`config.mk`:
```
export PLATFORM = sky130hd
export DESIGN_NAME = router_input_ctrl
export DESIGN_NICKNAME = d
export VERILOG_FILES = /design/src/rtl/router_input_ctrl.sv
export SDC_FILE = /design/constraint.sdc
export NUM_CORES = 1
export LEC_CHECK = 0
export ABC_AREA = 1
export CORE_UTILIZATION = 40
export CTS_CLUSTER_SIZE = 16
export DETAILED_ROUTE_END_ITERATION = 7
export PLACE_DENSITY_LB_ADDON = 0.05
export REMOVE_ABC_BUFFERS = 1
export SYNTH_ARGS = -nofsm -noshare
export SYNTH_HDL_FRONTEND = slang
export SYNTH_SLANG_ARGS = --single-unit
```
`constraint.sdc`:
```
create_clock -name clk -period 2.25 [get_ports clk]
set_input_delay 0.45 -clock clk [delete_from_list [all_inputs] [get_ports clk]]
set_output_delay 0.45 -clock clk [all_outputs]
set_load 0.02 [all_outputs]
```
`src/rtl/router_input_ctrl.sv`:
```
// Router input port: sorts upstream flits into two VCs and arbitrates VC0/VC1/NI injection onto the switch.
// Latency: flit pushed at edge t drives the switch after edge t+1; NI injection drives it after one edge.
// Backpressure: in_ready drops while either VC is full; the VCs drain only when their consumer is ready.

module router_vc_fifo #(
    parameter int DEPTH = 4,
    parameter int W     = 8,
    parameter int CW    = 3
) (
    input  logic          clk,
    input  logic          rst,
    input  logic          push,
    input  logic [W-1:0]  push_dat,
    input  logic          pop,
    output logic [W-1:0]  head,
    output logic [CW-1:0] count
);
    localparam int AW = $clog2(DEPTH);

    logic [W-1:0]  mem [DEPTH];
    logic [AW-1:0] wr_ptr;
    logic [AW-1:0] rd_ptr;

    // Storage is never reset; a cleared count makes stale entries unreachable.
    always_ff @(posedge clk) begin
        if (rst && push) mem[wr_ptr] <= push_dat;
    end

    always_ff @(posedge clk) begin
        if (!rst) begin
            wr_ptr <= '0;
            rd_ptr <= '0;
            count  <= '0;
        end else begin
            if (push) wr_ptr <= wr_ptr + 1'b1;
            if (pop)  rd_ptr <= rd_ptr + 1'b1;
            case ({push, pop})
                2'b10:   count <= count + 1'b1;
                2'b01:   count <= count - 1'b1;
                default: count <= count;
            endcase
        end
    end

    assign head = mem[rd_ptr];
endmodule

module router_input_ctrl #(
    parameter logic [2:0] NODE_ID = 3'd0,
    parameter int         DEPTH   = 4,
    parameter int         CW      = 3
) (
    input  logic          clk,
    input  logic          rst,
    input  logic [7:0]    in_flit,
    input  logic          in_valid,
    output logic          in_ready,
    input  logic [7:0]    ni_tx_flit,
    input  logic          ni_tx_valid,
    output logic          ni_tx_ready,
    input  logic          down_ready,
    input  logic          ni_rx_ready,
    output logic [7:0]    vc0_out,
    output logic [7:0]    vc1_out,
    output logic [7:0]    ni_out,
    output logic          sel_NI_out,
    output logic          sel_vc,
    output logic          sel_up,
    output logic          down_valid,
    output logic          ni_rx_valid,
    output logic [CW-1:0] vc0_count,
    output logic [CW-1:0] vc1_count
);
    logic       accept;
    logic       to_vc0;
    logic [7:0] vc0_head;
    logic [7:0] vc1_head;
    logic [2:0] req;
    logic [2:0] gnt;
    logic [1:0] rr;
    logic [1:0] rr_nxt;

    assign in_ready = rst && (vc0_count != CW'(DEPTH)) && (vc1_count != CW'(DEPTH));
    assign accept   = in_valid && in_ready;
    assign to_vc0   = (in_flit[7:5] == NODE_ID);

    router_vc_fifo #(.DEPTH(DEPTH), .W(8), .CW(CW)) u_vc0 (
        .clk      (clk),
        .rst      (rst),
        .push     (accept && to_vc0),
        .push_dat (in_flit),
        .pop      (gnt[0]),
        .head     (vc0_head),
        .count    (vc0_count)
    );

    router_vc_fifo #(.DEPTH(DEPTH), .W(8), .CW(CW)) u_vc1 (
        .clk      (clk),
        .rst      (rst),
        .push     (accept && !to_vc0),
        .push_dat (in_flit),
        .pop      (gnt[1]),
        .head     (vc1_head),
        .count    (vc1_count)
    );

    // Requests are masked during reset so nothing is granted or consumed from the NI.
    always_comb begin
        req[0] = rst && (vc0_count != '0) && ni_rx_ready;
        req[1] = rst && (vc1_count != '0) && down_ready;
        req[2] = rst && ni_tx_valid && down_ready;
    end

    always_comb begin
        gnt = 3'b000;
        case (rr)
            2'd1: begin
                if      (req[1]) gnt = 3'b010;
                else if (req[2]) gnt = 3'b100;
                else if (req[0]) gnt = 3'b001;
            end
            2'd2: begin
                if      (req[2]) gnt = 3'b100;
                else if (req[0]) gnt = 3'b001;
                else if (req[1]) gnt = 3'b010;
            end
            default: begin
                if      (req[0]) gnt = 3'b001;
                else if (req[1]) gnt = 3'b010;
                else if (req[2]) gnt = 3'b100;
            end
        endcase
    end

    always_comb begin
        rr_nxt = rr;
        if      (gnt[0]) rr_nxt = 2'd1;
        else if (gnt[1]) rr_nxt = 2'd2;
        else if (gnt[2]) rr_nxt = 2'd0;
    end

    assign ni_tx_ready = gnt[2];

    always_ff @(posedge clk) begin
        if (!rst) begin
            rr          <= 2'd0;
            sel_NI_out  <= 1'b0;
            sel_vc      <= 1'b0;
            sel_up      <= 1'b0;
            vc0_out     <= 8'h00;
            vc1_out     <= 8'h00;
            ni_out      <= 8'h00;
            down_valid  <= 1'b0;
            ni_rx_valid <= 1'b0;
        end else begin
            rr          <= rr_nxt;
            sel_NI_out  <= gnt[0];
            sel_vc      <= gnt[1] | gnt[2];
            sel_up      <= gnt[1];
            vc0_out     <= gnt[0] ? vc0_head : 8'h00;
            vc1_out     <= gnt[1] ? vc1_head : 8'h00;
            ni_out      <= gnt[2] ? ni_tx_flit : 8'h00;
            down_valid  <= gnt[1] | gnt[2];
            ni_rx_valid <= gnt[0];
        end
    end
endmodule

```
==> out/metrics.yaml, run 1 <==
status: "complete, no violations"
setup_violations: 0
worst_slew_pin_slew_ps: 536
hold_violations: 0
cts_buffers: 9
ir_drop_v: 0.000352
post-place-cells: 603
clock_sink_count: 107
synth-edff-count: 64
grt.busiest_layer: "met2"
critical_path_required_ps: 1800
rows: 37
synth_top_cell_by_area: "edfxtp_1"
hpwl_um: 5490
via_count: 2794
drive_above_1_share_pct: 20.3
nets: 514
track_usage_pct: 15.6
start_kind: "input port"
synth_area_leaders: "edfxtp_1 44%, dfxtp_1 20%, nor2_1 8.1%, o21ai_0 5.0%, inv_1 3.6%"
die_area_um2: 11200
die_w_um: 106
port_buffers: 58
synth_most_common_cell: "nor2_1"
place.gp.congestion: 0.744
drv_cap: 0
use_met2_pct: 24.3
crit_type: "in2out"
maxSlewHeadroom_pct: 64.2
power_density_nw_per_um2: 664
gr-usage-met3_pct: 2.58
clock_path_buffers: 2
path_clk_slew_ps: 100
die_y_um: 106
synth-seq-cells: 107
grt_overflow: 0
max_freq_mhz: 454
timing.final.crit_period_ps: 2200
start_util_pct: 41.5
io_pins: 59
clock_skew_ps: 13.2
synthFlopType: "edfxtp_1"
grt_pass1_vias: 2652
grt_pass1_wl_um: 13300
place_area_um2: 5190
htreeDepth: 3
area_delta_synth_final_pct: 24.9
routed_wl_um: 8170
arrival_ps: 1750
clock_insertion_delay_worst_skew_ps: 360
cp-end-kind: "primary output"
ys_warn_count: 0
syn_area_um2: 4330
wire_per_inst_um: 13.2
layout.cells.non_filler: 619
cts_tree: "done"
avgSynthCellArea_um2: 11.0
avgViaCountPerCell: 4.51
ys_seq_area_share_pct: 64.3
core_um2: 10400
fin_crit_sh_pct: 98.0
netlist_top_cells_count: "93 x nor2_1, 64 x edfxtp_1, 43 x dfxtp_1, 43 x o21ai_0, 42 x inv_1"
synth_cells: 394
route.detailed.drc: 0
antenna_left: 0
grt_max_degree: 20
root_buffer: "clkbuf_8"
final_area_um2: 5400
drt_iter0_markers: 101
antenna_cells: 0
min_path_type: "reg2reg"
gr-usage-met1_pct: 21.9
finalMaxSlewViolations: 0
crit_fanout: 15
power_leakage_nw: 2.05
antenna_found_initial: 0
ys_types: 30
async_flop_share_pct: 0
synth_top_cell_area_share_pct: 44.4
first_pass_iters: 4
[cell usage in the layout, fill, tap and decap left out, types with 5 or more instances in the layout]
cell type,instances
o21ai_0,39
nor2_2,10
dfxtp_1,42
clkdlybuf4s50_1,55
nor2_1,92
nand2_2,6
nand2_1,14
buf_4,29
edfxtp_1,64
ha_1,11
o21ai_1,6
clkbuf_8,9
a21oi_2,19
inv_2,5
a21oi_1,8
inv_1,42
[per-stage QoR]
step	power, mW	hold WS (ps)	setup slack (ps)	utilization (%)	setup TNS, ps
global placement	2.52	473	-374	49.8	-11470
floorplan	2.35	453	18.5	-	0
CTS	3.62	517	5.33	51.8	0
detailed placement	2.52	476	-420	49.8	-13580
global route	3.75	536	-32.2	51.9	-32.2
finish	3.59	514	45.5	51.9	0
[worst paths after layout]
| kind | to | slack [ps] | cells after the start | from |
|---|---|---|---|---|
| max | in_ready | 50 | 4 | rst |
| min | rr[1] | 510 | 2 | rr[1] |
| max reg2reg | u_vc1.count[2] | 120 | 15 | rr[0] |
| min reg2reg | rr[1] | 510 | 2 | rr[1] |
[final cells by class]
cell class | count | area [um^2]
fillers | 976 | 5010
flip-flops and latches | 107 | 2780
multi-input cells | 223 | 1270
repair buffers | 88 | 807
inverters | 49 | 186
well taps | 136 | 170
clock buffers | 10 | 128
clock inverters | 6 | 55.1
[sequential cells by signal (all words and copies together), names as in the netlist]
name	count
vc1_out	8
ni_out	8
rr	2
u_vc0.count	3
vc0_out	8
u_vc1.mem	32
u_vc0.rd_ptr	2
u_vc1.rd_ptr	2
down_valid	1
sel_up	1
u_vc0.mem	32
u_vc1.wr_ptr	2
ni_rx_valid	1
u_vc0.wr_ptr	2
u_vc1.count	3
[kinds of logic (layout without fill, tap and decap cells)]
kind of cell | Yosys count | count (layout) | synth area share [%]
AOI/OAI and AO/OA | 72 | 72 | 9.80
xor gates and xnor gates | 1 | 1 | 0.202
adders and majority gates | 14 | 14 | 4.40
buffers and inverters | 64 | 153 | 6.88
DFF | 107 | 107 | 64.3
and+or+nand+nor | 136 | 136 | 14.4
[critical path, cell delays in order]
cell             delay, ps
clkdlybuf4s15_1        330
buf_6                  210
and3_1                 170
clkdlybuf4s50_1        600
[timing repair]
item | CTS | global route
hold buffers | 0 | 0
endpoints found under the hold margin | 0 | 0
endpoints found under the setup margin | 6 | 5
buffers inserted | 0 | 0
gates resized for setup | 6 | 11
pin swaps | 0 | 2
[per-layer routing]
| metal | wire length [um] | part of all wire (%) | vias to the layer above |
|---|---|---|---|
| li1 | - | - | 1449 |
| met5 | 0 | 0 | - |
| met4 | 97 | 1.2 | 0 |
| met1 | 4060 | 50 | 1294 |
| met2 | 3760 | 46 | 44 |
| met3 | 252 | 3.1 | 7 |
[power by group]
part | internal (mW) | leakage [nW] | total, mW | switching, mW
clock | 0.428 | 0.0938 | 1.11 | 0.677
combinational | 0.150 | 1.02 | 0.345 | 0.195
sequential | 2.12 | 0.927 | 2.14 | 0.0194
Note: power is estimated with default switching activity, not from simulation.
==> run 2, diff against run 1 <==
--- a/config.mk
+++ b/config.mk
@@ -9,6 +9,7 @@
 export CORE_UTILIZATION = 40
 export CTS_CLUSTER_SIZE = 16
 export DETAILED_ROUTE_END_ITERATION = 7
+export MAX_ROUTING_LAYER = met4
 export PLACE_DENSITY_LB_ADDON = 0.05
 export REMOVE_ABC_BUFFERS = 1
 export SYNTH_ARGS = -nofsm -noshare
==> out/metrics.yaml, run 2 (same netlist as run 1, synthesis figures left out) <==
root_buffer: "clkbuf_8"
track_usage_pct: 16.1
nFillCells: 973
via_count: 2783
drt_iter0_markers: 137
drive_above_1_share_pct: 20.1
r2r_start: "rr[0]"
path_buf_inv: 3
area_delta_synth_final_pct: 24.8
drv_cap: 0
antenna_cells: 0
antenna_left: 0
port_buffers: 58
switching_share_pct: 24.8
crit_path_max_incr_delay_ps: 600
avgViaCountPerCell: 4.50
status: "complete, no violations"
die_y_um: 106
power_frac_clock_pct: 30.7
setup_violations: 0
max_freq_mhz: 454
crit_start: "rst"
critical_path_required_ps: 1800
start_util_pct: 41.5
reg.largest.list: "u_vc0.mem x32, u_vc1.mem x32"
crit_fanout: 15
grt_pass1_wl_um: 13300
fin_tns_setup_ps: 0
p_total_mw: 3.58
timing.final.crit_period_ps: 2200
die_w_um: 106
min_path_type: "reg2reg"
route.detailed.drc: 0
seq_power_share_pct: 59.6
core_um2: 10400
cp-end-kind: "primary output"
grt_pass1_vias: 2647
rows: 37
power_density_nw_per_um2: 663
cts_buffers: 9
grt_overflow: 0
grt_max_degree: 20
power.internal_mw: 2.69
power_leakage_nw: 2.05
antenna_found_initial: 0
crit_type: "in2out"
fin_crit_sh_pct: 97.9
hold_start: "rr[1]"
ir_drop_v: 0.000351
combPwrFrac_pct: 9.6
start_kind: "input port"
place.gp.congestion: 0.753
io_pins: 59
routed_wl_um: 8150
power_switching_mw: 0.886
cts_tree: "done"
path_clk_slew_ps: 100
hold_violations: 0
clock_skew_ps: 12.5
arrival_ps: 1750
htreeDepth: 3
clock_sink_count: 107
cp_cell_sequence: "clkdlybuf4s15_1, buf_6, and3_1, clkdlybuf4s50_1"
hpwl_um: 5490
maxSlewHeadroom_pct: 64.1
layout_common_cells: "92 x nor2_1, 64 x edfxtp_1, 55 x clkdlybuf4s50_1, 42 x inv_1, 42 x dfxtp_1"
cp_slowest_cell: "clkdlybuf4s50_1"
finalMaxSlewViolations: 0
nets: 514
layout_commonest_cell: "nor2_1"
worst_slew_pin_slew_ps: 538
critical_path.top_delay_family: "buffers and inverters"
first_pass_iters: 4
clock_insertion_delay_worst_skew_ps: 360
wire_per_inst_um: 13.2
die_area_um2: 11200
clock_path_buffers: 2
run 2: path summary, 6_finish.rpt:
| check | end | slack (ps) | depth (start not counted) |
|---|---|---|---|
| worst max-delay path | in_ready | 50 | 4 |
| worst min-delay path | rr[1] | 510 | 2 |
| worst min register to register | rr[1] | 510 | 2 |
| worst max register to register | u_vc1.count[2] | 120 | 15 |
run 2: worst reg2reg max path: stages, from the launching register on:
cell	delay, ps
dfxtp_2	340
inv_1	60
ha_4	290
inv_1	60
nand2_1	60
nand2_1	50
nand2_2	80
nand2_4	50
inv_2	50
ha_1	130
inv_1	60
fa_1	400
a21oi_2	140
o21ai_1	80
o21ai_1	140
a21oi_1	50
run 2: through the flow:
| step | cell area (um^2) | util (%) | setup WS [ps] | std cells | hold slack [ps] |
|---|---|---|---|---|---|
| 2_1_floorplan | 4220 | - | 18.5 | 379 | 453 |
| 3_3_place_gp | 5190 | 49.8 | -374 | 603 | 473 |
| 3_5_place_dp | 5190 | 49.8 | -420 | 603 | 476 |
| 4_1_cts | 5390 | 51.8 | 5.33 | 619 | 517 |
| 5_1_grt | 5400 | 51.8 | -30.1 | 619 | 536 |
| 6_report | 5400 | 51.8 | 47.9 | 619 | 514 |
run 2: area by class of cell:
type                            instances  area, um^2  share of cell area [%]
Timing Repair Buffer                   88         807                    14.9
Tap cell                              136         170                    3.15
Multi-Input combinational cell        223        1270                    23.5
Inverter                               49         186                    3.45
Sequential cell                       107        2780                    51.6
Clock inverter                          6        55.1                    1.02
Clock buffer                           10         128                    2.36
run 2: what timing repair did:
action | 4_1_cts | 5_1_grt
endpoints found under the setup margin | 6 | 5
pin swaps | 0 | 2
resized for setup | 6 | 10
setup buffers | 0 | 0
hold buffers | 0 | 0
run 2: power by group through the flow:
stage / logic, mW / clock network (mW) / registers (mW)
after floorplan: 0.135 / 0 / 2.21
final: 0.345 / 1.10 / 2.14
after CTS: 0.348 / 1.14 / 2.14
after global routing: 0.382 / 1.23 / 2.14
after global placement: 0.343 / 0 / 2.18
after detailed placement: 0.344 / 0 / 2.18
run 2: metal layers:
metal | GRT usage, % | vias up | share of wire (%)
met5 | - | - | 0
met3 | 2.76 | 7 | 3.0
met2 | 24.4 | 46 | 45
li1 | - | 1447 | -
met1 | 21.9 | 1283 | 50
met4 | 5.65 | 0 | 1.3
==> run 3, diff against run 2 <==
--- a/config.mk
+++ b/config.mk
@@ -6,6 +6,7 @@
 export NUM_CORES = 1
 export LEC_CHECK = 0
 export ABC_AREA = 1
+export CAP_MARGIN = 20
 export CORE_UTILIZATION = 40
 export CTS_CLUSTER_SIZE = 16
 export DETAILED_ROUTE_END_ITERATION = 7
==> constraint.sdc (replaced) <==
create_clock -name clk -period 2.7 [get_ports clk]
set_input_delay 0.54 -clock clk [delete_from_list [all_inputs] [get_ports clk]]
set_output_delay 0.54 -clock clk [all_outputs]
set_load 0.02 [all_outputs]
==> out/metrics.yaml, run 3 (same netlist as run 1, synthesis figures left out) <==
status: "complete, no violations"
holdWs_ps: 498
path_clk_slew_ps: 100
timing.final.crit_period_ps: 2400
worst_slew_pin_slew_ps: 721
nFillCells: 949
layout_commonest_cell: "nor2_1"
routed_wl_um: 7940
arrival_ps: 1860
antenna_found_initial: 0
track_usage_pct: 15.9
root_buffer: "clkbuf_8"
reg.largest.list: "u_vc0.mem x32, u_vc1.mem x32"
die_y_um: 106
avgViaCountPerCell: 4.52
start_util_pct: 41.5
maxSlewHeadroom_pct: 51.8
die_area_um2: 11200
cp-end-kind: "primary output"
power_leakage_nw: 2.03
die_w_um: 106
rsz0062_at_grt: "no"
fin_crit_sh_pct: 89.0
crit_type: "in2out"
grt_max_degree: 20
via_count: 2799
grt_pass1_vias: 2736
place.gp.congestion: 0.785
start_kind: "input port"
grt_overflow: 0
area_delta_synth_final_pct: 24.2
io_pins: 59
drive_above_1_share_pct: 18.8
drt_iter0_markers: 81
crit_path_max_incr_delay_ps: 530
seq_power_share_pct: 59.7
ir_drop_v: 0.000375
hpwl_um: 5430
min_path_type: "reg2reg"
clock_path_buffers: 2
layout.cells.non_filler: 619
nets: 514
path_common_cell: "nand2_1"
core_um2: 10400
finalMaxSlewViolations: 0
clock_insertion_delay_worst_skew_ps: 360
post_cts_resized: 2
setup_violations: 0
post_cts.repair.setup_buffers: 0
htreeDepth: 3
layout_common_cells: "93 x nor2_1, 64 x edfxtp_1, 56 x clkdlybuf4s50_1, 43 x o21ai_0, 43 x dfxtp_1"
power_frac_clock_pct: 30.8
clock_skew_ps: 11.1
hold_violations: 0
wire_per_inst_um: 12.8
power_density_nw_per_um2: 555
crit_fanout: 3
clock_sink_count: 107
critical_path_required_ps: 2160
post-place-cells: 603
antenna_cells: 0
p_total_mw: 2.98
antenna_left: 0
first_pass_iters: 4
power.internal_mw: 2.25
power_switching_mw: 0.736
max_freq_mhz: 416
cp_slowest_cell: "clkdlybuf4s50_1"
grt_pass1_wl_um: 13200
cts_buffers: 9
route.detailed.drc: 0
switching_share_pct: 24.7
drv_cap: 0
cts_hold_buf: 0
rows: 37
port_buffers: 58
combPwrFrac_pct: 9.6
cp_cell_sequence: "clkdlybuf4s50_1, nand3_4, nor2_1, nand2_1, nand2_1, nand2_2, inv_1, dlygate4sd2_1"
cts_tree: "done"
-- run 3: cell types whose count changed in the layout (fill, tap and decap cells not counted), sizes merged --
cell / delta
clkdlybuf4s15: -1
dlymetal6s2s: -1
clkinvlp: +1
clkinv: -1
clkdlybuf4s50: +1
clkbuf: -1
dlygate4sd2: +2
-- run 3: worst paths after layout --
check,slack [ps],cells past startpoint,to,start
max,300,8,ni_tx_ready,down_ready
min,500,2,rr[1],rr[1]
max reg2reg,380,14,u_vc0.count[2],rr[0]
min reg2reg,500,2,rr[1],rr[1]
-- run 3: worst max-delay path, delay by kind of cell --
family | cells | cell delay, ps
and+or+nand+nor | 5 | 420
buffers and inverters | 3 | 900
-- run 3: power by group through the flow --
stage	Sequential [mW]	Clock (mW)	Combinational, mW
6_report	1.78	0.918	0.285
5_1_grt	1.78	1.03	0.315
4_1_cts	1.78	0.955	0.290
3_5_place_dp	1.82	0	0.290
3_3_place_gp	1.82	0	0.287
2_1_floorplan	1.84	0	0.112
-- run 3: final cells by class --
| type | instances | area, um^2 | area share [%] |
|---|---|---|---|
| inverters | 49 | 186 | 3.47 |
| well taps | 136 | 170 | 3.17 |
| repair buffers | 88 | 803 | 15.0 |
| multi-input cells | 223 | 1250 | 23.2 |
| clock inverters | 6 | 56.3 | 1.05 |
| clock buffers | 10 | 128 | 2.38 |
| flip-flops and latches | 107 | 2780 | 51.8 |
-- run 3: through the flow --
stage	setup TNS (ps)	setup WS, ps	instance area (um^2)	utilization, %
finish	0	297	5370	51.6
global route	0	183	5370	51.6
CTS	0	271	5370	51.6
detailed placement	-587	-143	5190	49.8
global placement	-249	-91.9	5190	49.8
floorplan	0	469	4220	-
-- run 3: per-layer routing --
| layer | vias up | track usage (%) | routed length [um] |
|---|---|---|---|
| met1 | 1289 | 19.7 | 3710 |
| met3 | 5 | 3.92 | 329 |
| met5 | - | - | 0 |
| met2 | 56 | 26.2 | 3820 |
| li1 | 1449 | - | - |
| met4 | 0 | 3.87 | 72 |
